`src/rtl/dma_fifo_ctrl.sv`:
```
// ---------------------------------------------------------------------------
// dma_fifo_ctrl
//   Single-channel DMA sequencer. Copies cfg_len 32-bit words from a source
//   address range to a destination address range. Words are staged through an
//   external 16-deep synchronous FIFO in bursts of up to BURST_LEN words:
//   a burst is read on the req/ack read port and pushed into the FIFO, then
//   popped word by word and written on the req/ack write port.
//
//   Optional feature (compile-time macro DMA_CTRL_ABORT_EN):
//     adds input 'abort' and output 'aborted'. An abort in READ/WRITE lets
//     the outstanding request finish on its ack, then ends the transfer in
//     DONE; an abort in POP/LOAD ends it on the next cycle. Staged FIFO words
//     are discarded (the next start flushes the FIFO).
//
// Ports
//   clk, rst_n             clock (posedge), asynchronous active-low reset
//   start                  one-cycle request, accepted only in IDLE
//   cfg_src/cfg_dst/cfg_len  transfer setup, latched on accepted start
//   busy, done, err        status: not-IDLE, one-cycle completion, sticky
//                          FIFO-flag consistency error
//   rd_req/rd_addr/rd_ack/rd_data   word read port
//   wr_req/wr_addr/wr_data/wr_ack   word write port
//   fifo_clr, fifo_wr_en, fifo_din, fifo_full,
//   fifo_rd_en, fifo_dout, fifo_empty   FIFO control/data
//   abort, aborted         only with DMA_CTRL_ABORT_EN
// ---------------------------------------------------------------------------
module dma_fifo_ctrl #(
  parameter int ADDR_W     = 32,
  parameter int DATA_W     = 32,
  parameter int LEN_W      = 16,
  parameter int BURST_LEN  = 16,
  parameter int FIFO_DEPTH = 16
) (
  input  logic              clk,
  input  logic              rst_n,
  input  logic              start,
  input  logic [ADDR_W-1:0] cfg_src,
  input  logic [ADDR_W-1:0] cfg_dst,
  input  logic [LEN_W-1:0]  cfg_len,
  output logic              busy,
  output logic              done,
  output logic              err,
`ifdef DMA_CTRL_ABORT_EN
  input  logic              abort,
  output logic              aborted,
`endif
  output logic              rd_req,
  output logic [ADDR_W-1:0] rd_addr,
  input  logic              rd_ack,
  input  logic [DATA_W-1:0] rd_data,
  output logic              wr_req,
  output logic [ADDR_W-1:0] wr_addr,
  output logic [DATA_W-1:0] wr_data,
  input  logic              wr_ack,
  output logic              fifo_clr,
  output logic              fifo_wr_en,
  output logic [DATA_W-1:0] fifo_din,
  input  logic              fifo_full,
  output logic              fifo_rd_en,
  input  logic [DATA_W-1:0] fifo_dout,
  input  logic              fifo_empty
);

  localparam int BC_W = $clog2(BURST_LEN) + 1;
  localparam logic [BC_W-1:0] BURST_MAX = BC_W'(BURST_LEN);

  if (BURST_LEN < 1 || BURST_LEN > FIFO_DEPTH) begin : g_bad_burst_len
    $error("dma_fifo_ctrl: BURST_LEN must be in 1..FIFO_DEPTH");
  end

  typedef enum logic [2:0] {
    S_IDLE  = 3'd0,
    S_READ  = 3'd1,
    S_POP   = 3'd2,
    S_LOAD  = 3'd3,
    S_WRITE = 3'd4,
    S_DONE  = 3'd5
  } state_t;

  state_t              r_state;
  state_t              w_next;
  logic [ADDR_W-1:0]   r_src;
  logic [ADDR_W-1:0]   r_dst;
  logic [LEN_W-1:0]    r_rd_rem;
  logic [BC_W-1:0]     r_burst;
  logic [DATA_W-1:0]   r_wr_data;
  logic                r_err;
  logic                r_abort_pend;
  logic                r_aborted;

  logic                w_abort;
  logic                w_abort_done;
  logic                w_fifo_clr;
  logic                w_fifo_wr_en;
  logic [DATA_W-1:0]   w_fifo_din;
  logic                w_fifo_rd_en;
  logic                w_rd_req;
  logic                w_wr_req;
  logic                w_flag_err;

`ifdef DMA_CTRL_ABORT_EN
  // A pending abort is remembered until the outstanding request is acked.
  assign w_abort = abort | r_abort_pend;
  assign aborted = r_aborted;
`else
  assign w_abort = 1'b0;
`endif

  // -------------------------------------------------------------------------
  // Next-state and strobe decode
  // -------------------------------------------------------------------------
  always_comb begin
    w_next       = r_state;
    w_fifo_clr   = 1'b0;
    w_fifo_wr_en = 1'b0;
    w_fifo_din   = '0;
    w_fifo_rd_en = 1'b0;
    w_rd_req     = 1'b0;
    w_wr_req     = 1'b0;
    unique case (r_state)
      S_IDLE: begin
        if (start) begin
          w_fifo_clr = 1'b1;
          w_next     = (cfg_len == '0) ? S_DONE : S_READ;
        end
      end
      S_READ: begin
        w_rd_req = 1'b1;
        if (rd_ack) begin
          w_fifo_wr_en = 1'b1;
          w_fifo_din   = rd_data;
          // Burst ends on the word that fills it or on the last word overall.
          if (w_abort)
            w_next = S_DONE;
          else if ((r_burst + BC_W'(1)) == BURST_MAX || r_rd_rem == LEN_W'(1))
            w_next = S_POP;
        end
      end
      S_POP: begin
        w_fifo_rd_en = 1'b1;
        w_next       = w_abort ? S_DONE : S_LOAD;
      end
      S_LOAD: begin
        w_next = w_abort ? S_DONE : S_WRITE;
      end
      S_WRITE: begin
        w_wr_req = 1'b1;
        if (wr_ack) begin
          // r_burst still counts the word being acked this cycle.
          if (w_abort)
            w_next = S_DONE;
          else if (r_burst != BC_W'(1))
            w_next = S_POP;
          else if (r_rd_rem != '0)
            w_next = S_READ;
          else
            w_next = S_DONE;
        end
      end
      S_DONE: begin
        w_next = S_IDLE;
      end
      default: begin
        w_next = S_IDLE;
      end
    endcase
  end

  assign w_flag_err   = (w_fifo_wr_en && fifo_full) || (w_fifo_rd_en && fifo_empty);
  assign w_abort_done = w_abort && (w_next == S_DONE) &&
                        (r_state != S_IDLE) && (r_state != S_DONE);

  // -------------------------------------------------------------------------
  // State, pointers, counters and write-data register
  // -------------------------------------------------------------------------
  always_ff @(posedge clk or negedge rst_n) begin
    if (!rst_n) begin
      r_state      <= S_IDLE;
      r_src        <= '0;
      r_dst        <= '0;
      r_rd_rem     <= '0;
      r_burst      <= '0;
      r_wr_data    <= '0;
      r_err        <= 1'b0;
      r_abort_pend <= 1'b0;
      r_aborted    <= 1'b0;
    end else begin
      r_state <= w_next;
      unique case (r_state)
        S_IDLE: begin
          if (start) begin
            r_src        <= cfg_src;
            r_dst        <= cfg_dst;
            r_rd_rem     <= cfg_len;
            r_burst      <= '0;
            r_err        <= 1'b0;
            r_abort_pend <= 1'b0;
            r_aborted    <= 1'b0;
          end
        end
        S_READ: begin
          if (rd_ack) begin
            r_src    <= r_src + ADDR_W'(1);
            r_rd_rem <= r_rd_rem - LEN_W'(1);
            r_burst  <= r_burst + BC_W'(1);
          end
          if (w_abort && !rd_ack)
            r_abort_pend <= 1'b1;
        end
        S_LOAD: begin
          r_wr_data <= fifo_dout;
        end
        S_WRITE: begin
          if (wr_ack) begin
            r_dst   <= r_dst + ADDR_W'(1);
            r_burst <= r_burst - BC_W'(1);
          end
          if (w_abort && !wr_ack)
            r_abort_pend <= 1'b1;
        end
        S_DONE: begin
          r_abort_pend <= 1'b0;
        end
        default: begin
        end
      endcase
      if (w_abort_done)
        r_aborted <= 1'b1;
      if (w_flag_err)
        r_err <= 1'b1;
    end
  end

  // -------------------------------------------------------------------------
  // Output mapping
  // -------------------------------------------------------------------------
  assign busy       = (r_state != S_IDLE);
  assign done       = (r_state == S_DONE);
  assign err        = r_err;
  assign rd_req     = w_rd_req;
  assign rd_addr    = r_src;
  assign wr_req     = w_wr_req;
  assign wr_addr    = r_dst;
  assign wr_data    = r_wr_data;
  assign fifo_clr   = w_fifo_clr;
  assign fifo_wr_en = w_fifo_wr_en;
  assign fifo_din   = w_fifo_din;
  assign fifo_rd_en = w_fifo_rd_en;

endmodule

```
`config.mk`:
```
export PLATFORM = sky130hd
export DESIGN_NAME = dma_fifo_ctrl
export DESIGN_NICKNAME = d
export VERILOG_FILES = /design/src/rtl/dma_fifo_ctrl.sv
export SDC_FILE = /design/constraint.sdc
export NUM_CORES = 1
export LEC_CHECK = 0
export ABC_CLOCK_PERIOD_IN_PS = 1840
export CORE_ASPECT_RATIO = 1.2
export CORE_MARGIN = 4
export CORE_UTILIZATION = 50
export DETAILED_ROUTE_END_ITERATION = 10
export DONT_BUFFER_PORTS = 1
export PLACE_DENSITY = 0.74
export SLEW_MARGIN = 20
export SYNTH_ARGS = -nofsm -noshare
export SYNTH_HDL_FRONTEND = slang
export SYNTH_SLANG_ARGS = --single-unit
```
`constraint.sdc`:
```
create_clock -name clk -period 1.84 [get_ports clk]
set_input_delay 0.46 -clock clk [delete_from_list [all_inputs] [get_ports clk]]
set_output_delay 0.46 -clock clk [all_outputs]
set_load 0.02 [all_outputs]
```
Word-level counts from Yosys, hierarchy flattened

Index checks and enable logic that the tools add are counted.
W data, S select, Z words.

Memories kept: 0
Memory bits (read-only): 0
Bits in registers: 121
Output and inout port bits: 136
Logic and storage cells: 75
Bits of input ports: 151
Latch bits: 0
RAM bits: 0

Muxes and demuxes: 33
Order comparisons: 0
Add/subtract/negate cells: 5
Bitwise operators: 0
Div/mod/pow operators: 0
Eq/ne operators: 12
Reductions and logical operators: 18
Multiply operators: 0
Shift operators: 0

Operators with widths:

| kind                    | number |
|---|---|
| $mux W32                | 6 |
| $pmux W32 S2            | 2 |
| $add A32 B1 Y32 const B | 2 |
| $mux W16                | 2 |
| $pmux W16 S2            | 1 |
| $mux W3                 | 7 |
| $eq A16 B1 Y1 const B   | 1 |
| $logic_not A16 Y1       | 1 |
| $reduce_bool A16 Y1     | 1 |
| $sub A16 B1 Y16 const B | 1 |
| $mux W5                 | 3 |
| $pmux W3 S5             | 1 |
| $pmux W5 S3             | 1 |
| $mux W1                 | 10 |
| $ne A2 B2 Y1 const B    | 4 |
| $reduce_and A4 Y1       | 2 |
| $reduce_bool A2 Y1      | 4 |
| $eq A3 B2 Y1 const B    | 2 |
| $eq A3 B3 Y1 const B    | 2 |
| $reduce_and A3 Y1       | 2 |
| $reduce_bool A3 Y1      | 2 |
| $add A5 B1 Y5 const B   | 1 |
| $eq A5 B5 Y1 const B    | 1 |
| $ne A5 B1 Y1 const B    | 1 |
| other kinds (6)         | 8 |

Longest topological paths before layout

Depth after elaboration: 6
Depth in mapped cells: 9
Gate-level depth less buffers: 7

Worst setup path after synthesis

Ideal clock, no wire load.

Path kind: register to output
Start: register r_state[2]
End: output fifo_din[24]
Stages on the path, launching flop included: 8
Path buffers: 3
Setup slack: -362 ps
Data arrival time: 1742 ps
Required time: 1380 ps
Cells stage by stage: dfrtp_1 > nor2b_1 > nand2b_1 > buf_2 > inv_2 > buf_2 > clkbuf_1 > and3_1

Word-level cells in the longest chain between the ends: 2

Ends and longest elaborated chain:

| what                   | RTL line | text |
|---|---|---|
| start, declared        | 80       | `state_t r_state;` |
| start signal, assigned | 188      | `r_state <= w_next;` |
| $eq A3 B1 Y1           | 120      | `unique case (r_state)` |
| $mux W32               | 120      |  |
| end, declared          | 57       | `output logic [DATA_W-1:0] fifo_din,` |

No other way between the ends.

Worst setup path in the final report

Start: register r_state[2]
End: output fifo_din[8]

Same word-level chain as after synthesis.

==> impl_metrics.toml <==
[power]
power_density_nw_per_um2 = 2020
leakage_nw = 4.08
peakVddDrop_uv = 1240

[synth]
syn_avg_cell_area_um2 = 8.81
synthArstFlopShare_pct = 100
synth-edff-count = 0
seq_area_frac_synth_pct = 42.2
yosys-top-cells-area = "dfrtp_1, mux2_2, a21oi_1"
netlist_area_um2 = 7180
synth_cells = 815
synth_cell_type_count = 66
netlist.area_leader.share_pct = 42.2
synth_ff_type = "dfrtp_1"
syn_nets = 975
synth-seq-cells = 121
yosys.area.top_type = "dfrtp_1"
yosys_warnings = 0

[worst_setup_path]
worstPathMaxFanout = 7
critPathBufInv = 3
rr_endpoint = "r_state[0]"
start_kind = "register"
cpPeakStageDelay_ns = 0.45
critPathTopFamily = "simple AND/OR/NAND/NOR gates"
worst_ep_arrival_time_ns = 1.71
cp_cell_sequence = "nor2b_4 > nand2b_4 > clkinv_8 > buf_12 > buf_16 > and3_4"
worst_path_max_delay_cell = "dfrtp_2"
r2r_slack_ns = -0.18
r2r-start = "r_state[2]"
endpoint_kind = "primary output"
crit_type = "register to primary output"
worstPathRequired_ns = 1.38
reg2reg_depth = 8

[floorplan]
die_width_um = 117
ios = 287
die-area_um2 = 16300
rows = 47
die_h_um = 139
start_util_pct = 51.5
core_area_um2 = 13900

[timing]
max_slew_margin_pct = 71.1
worst_pin_slew_ns = 0.432
rsz0062_at_grt = "yes"
finalWorstSetupSlack_ns = -0.333
fin_skew_ns = 0.0141
fin_crit_sh_pct = 118
finalHoldViolations = 121
max_freq_mhz = 460
slew_violations = 0
fin_crit_ns = 2.17
hold_slack_ns = -0.263
finalSetupViolations = 53
setup_tns_ns = -10.97

[clock_tree]
numCtsBuffers = 17
cts_root_buf = "clkbuf_16"
htreeDepth = 4
cts_tree = "done"
path_clk_slew_ns = 0.06
cts_sinks = 121
insertion_delay_ns = 0.43
clockBufferDepth = 2

[job]
maxCapViolations = 0

[outcome]
violations = "negative hold slack, negative setup slack"
status = "finished, violations left"

[route]
vias = 7489
viasPerCell = 6.66
drtIter0Drc = 678
drc = 0
drtPass1Iterations = 6
drt_wl_total_um = 25900
postRouteAntennaNets = 0
wire_per_inst_um = 23.0

[layout]
layout-drive-gt1-share_pct = 36.5
design_area_um2 = 10000
diodes = 0
final_nets = 1100
instances_no_fill = 1124
area_delta_synth_final_pct = 39.2
nFillCells = 980
most-common-layout-cells = "buf_4, dfrtp_1, nand2_1"
final_common_cell = "buf_4"

[hold_path]
hp-class = "input port to asynchronous set/reset pin"

[place]
gp_congestion = 0.938
placed_cell_area_um2 = 8280
io_buffers = 0
placed_cells = 1050
place_hpwl_um = 16700

[grt]
gr-total-overflow = 0
grt_pass1_wl_um = 39100
grt_pass1_vias = 7272
grt_max_degree = 122
gr-usage-all-layers_pct = 29.1
antenna_found_initial = 1
## timing repair
| action | 4_1_cts | 5_1_grt |
|---|---|---|
| resized for setup | 85 | 86 |
| setup endpoints to repair | 52 | 92 |
| setup buffers | 21 | 20 |
| hold endpoints to repair | 121 | 121 |
| cloned | 9 | 3 |
| pin swaps | 41 | 28 |
## through the flow
step                util, %  hold WS, ns  worst slack (ns)  power, mW
floorplan                 -        0.164           -0.0295       11.3
global placement       59.4        0.167            0.0283       14.0
detailed placement     59.4        0.167           -0.0383       14.4
CTS                    68.9       -0.286            -0.294       19.4
global route           71.7       -0.284            -0.374       21.2
finish                 71.7       -0.263            -0.333       20.2
## sequential cells by signal, summed over array words and instances, names as in the netlist
signal / cells
err: 1
r_burst: 5
r_rd_rem: 16
r_state: 3
rd_addr: 32
wr_addr: 32
wr_data: 32
## cells in the mapped netlist, drive strengths merged (4+ instances only)
| cell | count |
|---|---|
| dfrtp | 121 |
| nand2 | 80 |
| a21oi | 76 |
| o21ai | 67 |
| nand3 | 48 |
| nor2 | 47 |
| and3 | 46 |
| clkbuf | 35 |
| mux2 | 34 |
| o22ai | 25 |
| buf | 21 |
| a2bb2oi | 18 |
| inv | 18 |
| nand4 | 18 |
| nor3 | 17 |
| nor4 | 13 |
| a22oi | 11 |
| a31oi | 9 |
| ha | 9 |
| or3 | 9 |
| and4 | 7 |
| o211ai | 7 |
| or4 | 7 |
| a311oi | 6 |
| a32oi | 5 |
| nor3b | 5 |
| o32ai | 5 |
| a211oi | 4 |
| and2 | 4 |
| o22a | 4 |
## report_power, final
part	total, mW	switching, mW	internal [mW]
registers	5.79	1.79	4.00
logic	10.9	5.97	4.96
clock network	3.48	1.31	2.17
total	20.2	9.07	11.1
## final cells by class
| class | count | area (um^2) | area share, % |
|---|---|---|---|
| clock inverter | 14 | 174 | 1.74 |
| timing repair buffer | 160 | 1580 | 15.8 |
| inverter | 18 | 100 | 1.00 |
| multi-input combinational | 621 | 4450 | 44.5 |
| clock buffer | 18 | 439 | 4.39 |
| sequential | 121 | 3040 | 30.4 |
| timing repair inverter | 1 | 7.51 | 0.0751 |
| tap | 171 | 214 | 2.14 |
## kinds of logic after synthesis
kind of cell	Yosys count	share of synthesized area (%)
XOR/XNOR	1	0.122
flip-flops	121	42.2
buffers and inverters	74	4.25
adder cells (fa/ha/maj)	9	1.57
multiplexers	37	5.75
AND/OR/NAND/NOR	310	23.1
AO/OA/AOI/OAI	263	23.1
## how the worst max path moves through the flow
stage	from	end	slack, ns	depth (start not counted)
global placement	r_rd_rem[8]	r_state[2]	0.03	5
floorplan	r_rd_rem[0]	r_rd_rem[11]	-0.03	5
CTS	r_state[2]	busy	-0.29	4
global route	r_state[2]	fifo_din[8]	-0.37	6
finish	r_state[2]	fifo_din[8]	-0.33	6
detailed placement	r_rd_rem[8]	r_state[2]	-0.04	5
## metal layers
layer	vias up	global-route usage, %	wire, um
met2	426	49.1	13200
met5	-	0	13
li1	3352	-	-
met3	59	9.86	2540
met4	2	10.3	651
met1	3650	35.0	9480
Power figures use the tool's default switching activity.
